$ cat config.mk
export PLATFORM = sky130hd
export DESIGN_NAME = alu_operand_sequencer_flat
export DESIGN_NICKNAME = d
export VERILOG_FILES = /design/src/rtl/alu_operand_sequencer_if.sv /design/src/rtl/alu_operand_sequencer.sv /design/src/flat_wrapper.sv
export SDC_FILE = /design/constraint.sdc
export NUM_CORES = 1
export LEC_CHECK = 0
export CORE_ASPECT_RATIO = 1.5
export CORE_MARGIN = 3
export CORE_UTILIZATION = 42
export DETAILED_ROUTE_END_ITERATION = 8
export HOLD_SLACK_MARGIN = 0.15
export PLACE_DENSITY = 0.79
export SKIP_LAST_GASP = 1
export SLEW_MARGIN = 20
export SYNTH_ARGS = -nofsm -noshare
export SYNTH_HDL_FRONTEND = slang
export SYNTH_SLANG_ARGS = --single-unit
$ cat constraint.sdc
create_clock -name clk -period 1.6 [get_ports clk]
set_input_delay 0.32 -clock clk [delete_from_list [all_inputs] [get_ports clk]]
set_output_delay 0.32 -clock clk [all_outputs]
set_load 0.005 [all_outputs]
$ cat src/rtl/alu_operand_sequencer_if.sv
// ALU-side bus of the operand sequencer: registered operands/opcode out,
// combinational Result/Status back. Sequencer is master, ALU is slave.
interface alu_operand_sequencer_if #(parameter int C_WIDTH = 8);
  logic [C_WIDTH-1:0] A;
  logic [C_WIDTH-1:0] B;
  logic [1:0]         OpCode;
  logic [C_WIDTH-1:0] AluResult;
  logic [3:0]         AluStatus;

  modport master (output A, B, OpCode, input AluResult, AluStatus);
  modport slave  (input A, B, OpCode, output AluResult, AluStatus);
endinterface

$ cat src/rtl/alu_operand_sequencer.sv
// Collects A, B and opcode over Enter presses, runs one ALU cycle, shows result.
// Optional macro ALU_SEQ_CHAIN_EN: Enter in SHOW chains ResultReg into A.
module alu_operand_sequencer #(
  parameter int C_WIDTH = 8
) (
  input  logic                   clk,
  input  logic                   rst_n,
  input  logic [C_WIDTH-1:0]     DataIn,
  input  logic                   Enter,
  input  logic                   Undo,
  alu_operand_sequencer_if.master alu,
  output logic [C_WIDTH-1:0]     ResultReg,
  output logic [3:0]             StatusReg,
  output logic                   Valid,
  output logic [2:0]             Stage
);

  typedef enum logic [2:0] {
    WAIT_A  = 3'd0,
    WAIT_B  = 3'd1,
    WAIT_OP = 3'd2,
    EXEC    = 3'd3,
    SHOW    = 3'd4
  } state_t;

  state_t state;
  logic   enter_q, undo_q;
  logic   enter_evt, undo_evt;

  assign enter_evt = Enter & ~enter_q;
  assign undo_evt  = Undo  & ~undo_q;
  assign Stage     = state;

  // Edge registers reset high so a button held through reset is not an event.
  always_ff @(posedge clk or negedge rst_n) begin
    if (!rst_n) begin
      state      <= WAIT_A;
      enter_q    <= 1'b1;
      undo_q     <= 1'b1;
      alu.A      <= '0;
      alu.B      <= '0;
      alu.OpCode <= '0;
      ResultReg  <= '0;
      StatusReg  <= '0;
      Valid      <= 1'b0;
    end else begin
      enter_q <= Enter;
      undo_q  <= Undo;
      case (state)
        WAIT_A: begin
          if (!undo_evt && enter_evt) begin
            alu.A <= DataIn;
            state <= WAIT_B;
          end
        end
        WAIT_B: begin
          if (undo_evt) state <= WAIT_A;
          else if (enter_evt) begin
            alu.B <= DataIn;
            state <= WAIT_OP;
          end
        end
        WAIT_OP: begin
          if (undo_evt) state <= WAIT_B;
          else if (enter_evt) begin
            alu.OpCode <= DataIn[1:0];
            state      <= EXEC;
          end
        end
        EXEC: begin
          ResultReg <= alu.AluResult;
          StatusReg <= alu.AluStatus;
          Valid     <= 1'b1;
          state     <= SHOW;
        end
        SHOW: begin
          if (undo_evt) begin
            Valid <= 1'b0;
            state <= WAIT_OP;
          end else if (enter_evt) begin
            Valid <= 1'b0;
`ifdef ALU_SEQ_CHAIN_EN
            alu.A <= ResultReg;
            state <= WAIT_B;
`else
            state <= WAIT_A;
`endif
          end
        end
        default: state <= WAIT_A;
      endcase
    end
  end

endmodule

$ cat src/flat_wrapper.sv
// flat-port wrapper written by rule: the top's interface ports become plain ports
module alu_operand_sequencer_flat 
#(
  parameter int C_WIDTH = 8
)
  (clk, rst_n, DataIn, Enter, Undo, ResultReg, StatusReg, Valid, Stage, alu_A, alu_B, alu_OpCode, alu_AluResult, alu_AluStatus);
  alu_operand_sequencer_if #(.C_WIDTH(C_WIDTH)) alu_i ();
  input  logic clk;
  input  logic rst_n;
  input  logic [C_WIDTH-1:0] DataIn;
  input  logic Enter;
  input  logic Undo;
  output logic [C_WIDTH-1:0] ResultReg;
  output logic [3:0] StatusReg;
  output logic Valid;
  output logic [2:0] Stage;
  output wire logic [$bits(alu_i.A)-1:0] alu_A;
  output wire logic [$bits(alu_i.B)-1:0] alu_B;
  output wire logic [$bits(alu_i.OpCode)-1:0] alu_OpCode;
  input wire logic [$bits(alu_i.AluResult)-1:0] alu_AluResult;
  input wire logic [$bits(alu_i.AluStatus)-1:0] alu_AluStatus;
  assign alu_A = alu_i.A;
  assign alu_B = alu_i.B;
  assign alu_OpCode = alu_i.OpCode;
  assign alu_i.AluResult = alu_AluResult;
  assign alu_i.AluStatus = alu_AluStatus;
  alu_operand_sequencer #(.C_WIDTH(C_WIDTH)) u_core (.clk(clk), .rst_n(rst_n), .DataIn(DataIn), .Enter(Enter), .Undo(Undo), .alu(alu_i), .ResultReg(ResultReg), .StatusReg(StatusReg), .Valid(Valid), .Stage(Stage));
endmodule
* Yosys cells after proc, flatten, opt, wreduce, memory -nomap -nowiden
Index checks and enable logic that the tools add are counted.
** Word-level totals
- Bits of input ports :: 24
- Bits in registers :: 36
- Output and inout bits :: 34
- Word-level logic and storage cells :: 42
- Memory bits (read-only) :: 0
- RAM bits :: 0
- Memories kept :: 0
- Latch bits :: 0
** Cells by class
- Mux-type cells :: 11
- Equality and inequality tests :: 8
- Div/mod/pow operators :: 0
- Bitwise logic cells :: 5
- Add/sub/neg operators :: 0
- Reduce and logical (&&, ||, !) cells :: 9
- Shift operators :: 0
- $mul :: 0
- Order comparisons :: 0
** Operator list (count)
- $mux W3 :: 7
- $pmux W3 S5 :: 1
- $ne A3 B1 Y1 const B :: 3
- $eq A3 B2 Y1 const B :: 2
- $reduce_and A3 Y1 :: 2
- $reduce_and A2 Y1 :: 2
- $reduce_and A4 Y1 :: 1
- $eq A3 B1 Y1 const B :: 1
- $eq A3 B3 Y1 const B :: 1
- $logic_not A3 Y1 :: 1
- $not A1 Y1 :: 3
- $and A1 B1 Y1 :: 2
- $mux W1 :: 2
- $ne A2 B1 Y1 const B :: 1
- $pmux W1 S2 :: 1
- $reduce_bool A2 Y1 :: 1
- $logic_and A1 B1 Y1 :: 1
- $logic_not A1 Y1 :: 1

* Logic depth before layout (Yosys ltp)
- Word-level depth :: 6
- Depth in mapped cells :: 4

* Least setup slack after synthesis
No wires, ideal clock.
- Path type :: flip-flop to flip-flop
- From :: register u_core.undo_q
- To :: register u_core.alu.A[0]
- Stages on the path, launching flop included :: 5
- Required time :: 1.475 ns
- Clock period less this slack :: 1.418 ns
- Path slack :: 0.182 ns
- Arrival :: 1.293 ns
- Setup time :: 0.125 ns
- Cell sequence :: dfstp_2 -> or2b_2 -> buf_4 -> nand4b_2 -> mux2_2
** On the way
- Word-level cells in the longest chain between the ends :: 5
** RTL lines
- start, declared :: RTL line alu_operand_sequencer.sv:27 : logic enter_q, undo_q;
- start signal, assigned :: RTL line alu_operand_sequencer.sv:48 : undo_q <= Undo;
- $not A1 Y1 :: RTL line alu_operand_sequencer.sv:31 : assign undo_evt = Undo & ~undo_q;
- $and A1 B1 Y1 :: RTL line alu_operand_sequencer.sv:31
- $logic_not A1 Y1 :: RTL line alu_operand_sequencer.sv:51 : if (!undo_evt && enter_evt) begin
- $logic_and A1 B1 Y1 :: RTL line alu_operand_sequencer.sv:51
- $reduce_and A2 Y1 (no source line)
- end signal, assigned :: RTL line alu_operand_sequencer.sv:52 : alu.A <= DataIn;
- end, declared :: RTL line alu_operand_sequencer_if.sv:10 : modport master (output A, B, OpCode, input AluResult, AluStatus);
Every way passes these cells.
A chain may end at the register's enable or synchronous reset.

* Worst setup path after layout
- From :: input port Undo
- To :: register u_core.alu.A[2]
** On the way
- Word-level cells in the longest chain between the ends :: 4
** RTL lines
- start, declared :: RTL line flat_wrapper.sv:12 : input logic Undo;
- $and A1 B1 Y1 :: RTL line alu_operand_sequencer.sv:31
- $logic_not A1 Y1 :: RTL line alu_operand_sequencer.sv:51
- $logic_and A1 B1 Y1 :: RTL line alu_operand_sequencer.sv:51
- $reduce_and A2 Y1 (no source line)
Every way passes these cells.

==> results.yml <==
yosys:
  synth_top_family_by_area: "multiplexers"
  synth_area_leaders: "dfrtp_1 (61%), mux2_2 (24%), dfstp_2 (3.7%)"
  synth_area_per_cell_sq_um: 15.9
  synth_xor_area_share_pct: 0
  synthAdderAreaFrac_pct: 0
  yosys.area.top_type: "dfrtp_1"
  ys_seq_elements: 36
  synth-async-reset-ratio_pct: 100
  yosysWarnings: 0
  synth_simple_gate_area_share_pct: 6.78
  synthMuxAreaShare_pct: 24.8
  synth.top_cell.area_share_pct: 60.7
  synth_cell_types: 20
  syn_nets: 112
  synth_compound_area_share_pct: 2.85
  synthFlopType: "dfrtp_1"
  syn_inst: 88
  syn_area_sq_um: 1400
  yosys.cell_count.top_type: "dfrtp_1"
  seq_area_frac_synth_pct: 64.4
  synthTopCellsByCount: "dfrtp_1 (34), mux2_2 (30), o21ai_0 (3)"
  synth_edf_count: 0
global_route:
  grt_max_degree: 37
  gr-total-overflow: 0
  grt_pass1_vias: 1143
  grt_util_all_layers_pct: 18.2
  antenna_found_initial: 0
  grt_pass1_wl_um: 5290
setup_path:
  cp_slowest_cell: "clkdlybuf4s50_1"
  end_kind: "flop"
  r2r_cells: 4
  r2r_end: "u_core.alu.B[0]"
  cp_cell_sequence: "clkdlybuf4s50_1, or2b_2, nand4b_2, mux2_2"
  startpoint: "Undo"
  crit_fanout: 8
  cpPeakStageDelay_ns: 0.47
  crit_family: "simple AND/OR/NAND/NOR gates"
  start_kind: "primary input"
  cp_num_buf_inv: 1
  worstReg2RegStart: "u_core.Stage[0]"
  required_ns: 1.77
  worstSetupEndpoint: "u_core.alu.A[2]"
  path_class: "in2reg"
  crit_cells: 4
  worstPathArrival_ns: 1.75
  ff2ff_setup_slack_ns: 0.04
layout:
  synthToLayoutAreaGrowth_pct: 57.5
  drive_gt1_share_pct: 32.5
  fin_util_pct: 69.3
  antenna_cells: 0
  design_area_sq_um: 2210
  final_net_count: 186
floorplan:
  die-area_sq_um: 4080
  die_w_um: 53.2
  rows: 25
  core_area_sq_um: 3190
  ios: 58
  die_y_um: 76.8
  initial_core_util_pct: 44.0
power:
  vdd_drop_max_uv: 1110
  power_mw: 3.90
  p_leak_nw: 1.00
  p_per_area_nw_per_um2: 1770
cts:
  root_buffer: "clkbuf_8"
  htreeDepth: 2
  postCtsHoldBufs: 0
  clock-sinks: 36
  cts_tree: "done"
  insertion_delay_ns: 0.28
  cts_inserted_buffers: 5
  max-clock-path-buffers: 2
  cts.clk_slew.worst_paths_ns: 0.07
drt:
  viasPerCell: 4.94
  first_iter_violations: 3
  via_count: 1003
  route.detailed.drc: 0
  dr.pass1.iters: 4
  wirelength_um: 3220
  antenna_left: 0
  routedWlPerCell_um: 15.9
sta:
  fin_crit_ns: 1.58
  rsz0062_at_grt: "yes"
  fin_ws_ns: 0.0177
  worstMarginPinSlew_ns: 0.333
  maxSlewHeadroom_pct: 77.6
  finClkSkew_ns: 0.00460
  clock.fmax_mhz: 632
  slew_viol_final: 0
  setup_violations: 0
  fin_crit_sh_pct: 98.9
  setup_tns_ns: 0
  hold_viol: 0
placement:
  hpwl_um: 2440
  detailedPlace.worstSlack_ns: -0.289
  portBuffers: 57
  placed_area_sq_um: 2090
  place_congestion: 0.764
job:
  drv_cap: 0
outcome:
  status: "completed"
min_path:
  hp-class: "in2async"
[cell families (layout without fill, tap and decap cells)]
kind of cell	Yosys count	in the layout
buffers and inverters	3	78
AO/OA/AOI/OAI	7	7
flip-flops	36	36
AND/OR/NAND/NOR	11	11
multiplexers	31	31
[how the worst min path moves through the flow]
stage	startpoint	cells past startpoint	end	slack (ns)
after global routing	rst_n	2	u_core.alu.A[2]	0.40
after detailed placement	u_core.alu.B[4]	1	u_core.alu.B[4]	0.49
after global placement	u_core.ResultReg[5]	1	u_core.ResultReg[5]	0.49
after floorplan	rst_n	0	u_core.ResultReg[0]	0.02
final	rst_n	2	u_core.alu.B[1]	0.39
after CTS	rst_n	2	u_core.alu.B[3]	0.40
[final cells by class]
cell class,count,area [sq um]
Sequential cell,36,903
Multi-Input combinational cell,49,483
Clock inverter,1,5.00
Timing Repair Buffer,69,688
Fill cell,257,981
Inverter,1,3.75
Tap cell,40,50.0
Clock buffer,7,76.3
[registers in the layout, summed over array words and instances (netlist names), 2 cells and up]
register,flops
u_core.alu.B,8
u_core.StatusReg,4
u_core.ResultReg,8
u_core.alu.OpCode,2
u_core.alu.A,8
u_core.Stage,3
[stage by stage]
step,instances,hold WS (ns)
3_5_place_dp,192,0.492
4_1_cts,202,0.402
6_report,203,0.395
3_3_place_gp,192,0.488
5_1_grt,203,0.403
2_1_floorplan,88,0.0244
[layout by cell type, fill, tap and decap left out]
| cell type | n |
|---|---|
| nor2_1 | 1 |
| clkbuf_1 | 2 |
| dfrtp_1 | 34 |
| dfstp_2 | 2 |
| buf_6 | 2 |
| buf_12 | 1 |
| clkdlybuf4s50_1 | 54 |
| a31oi_1 | 1 |
| nand3b_4 | 1 |
| mux2_2 | 30 |
| o21ai_0 | 3 |
| clkbuf_8 | 5 |
| buf_4 | 9 |
| nand4b_2 | 1 |
| nand2_1 | 2 |
| clkinv_2 | 1 |
| inv_1 | 1 |
| nor4bb_1 | 1 |
| nor2b_1 | 2 |
| or2b_2 | 1 |
| nand4b_1 | 1 |
| or3b_1 | 1 |
| a21oi_1 | 2 |
| mux2i_1 | 1 |
| dlymetal6s2s_1 | 3 |
| o32ai_1 | 1 |
[where the power goes]
| group | internal (mW) | switching, mW | total (mW) |
|---|---|---|---|
| registers | 1.34 | 0.232 | 1.57 |
| logic | 1.22 | 0.520 | 1.74 |
| clock network | 0.305 | 0.291 | 0.596 |
[repair_timing]
item | 4_1_cts | 5_1_grt
resized for setup | 0 | 5
endpoints found under the setup margin | 1 | 16
setup buffers | 2 | 1
[per-layer routing]
| layer | vias up | global-route usage, % | wire length, um |
|---|---|---|---|
| li1 | 464 | - | - |
| met5 | - | 0 | 0 |
| met3 | 9 | 5.83 | 223 |
| met4 | 0 | 9.97 | 75 |
| met2 | 32 | 30.1 | 1810 |
| met1 | 498 | 19.8 | 1120 |
Power figures use the tool's default switching activity.
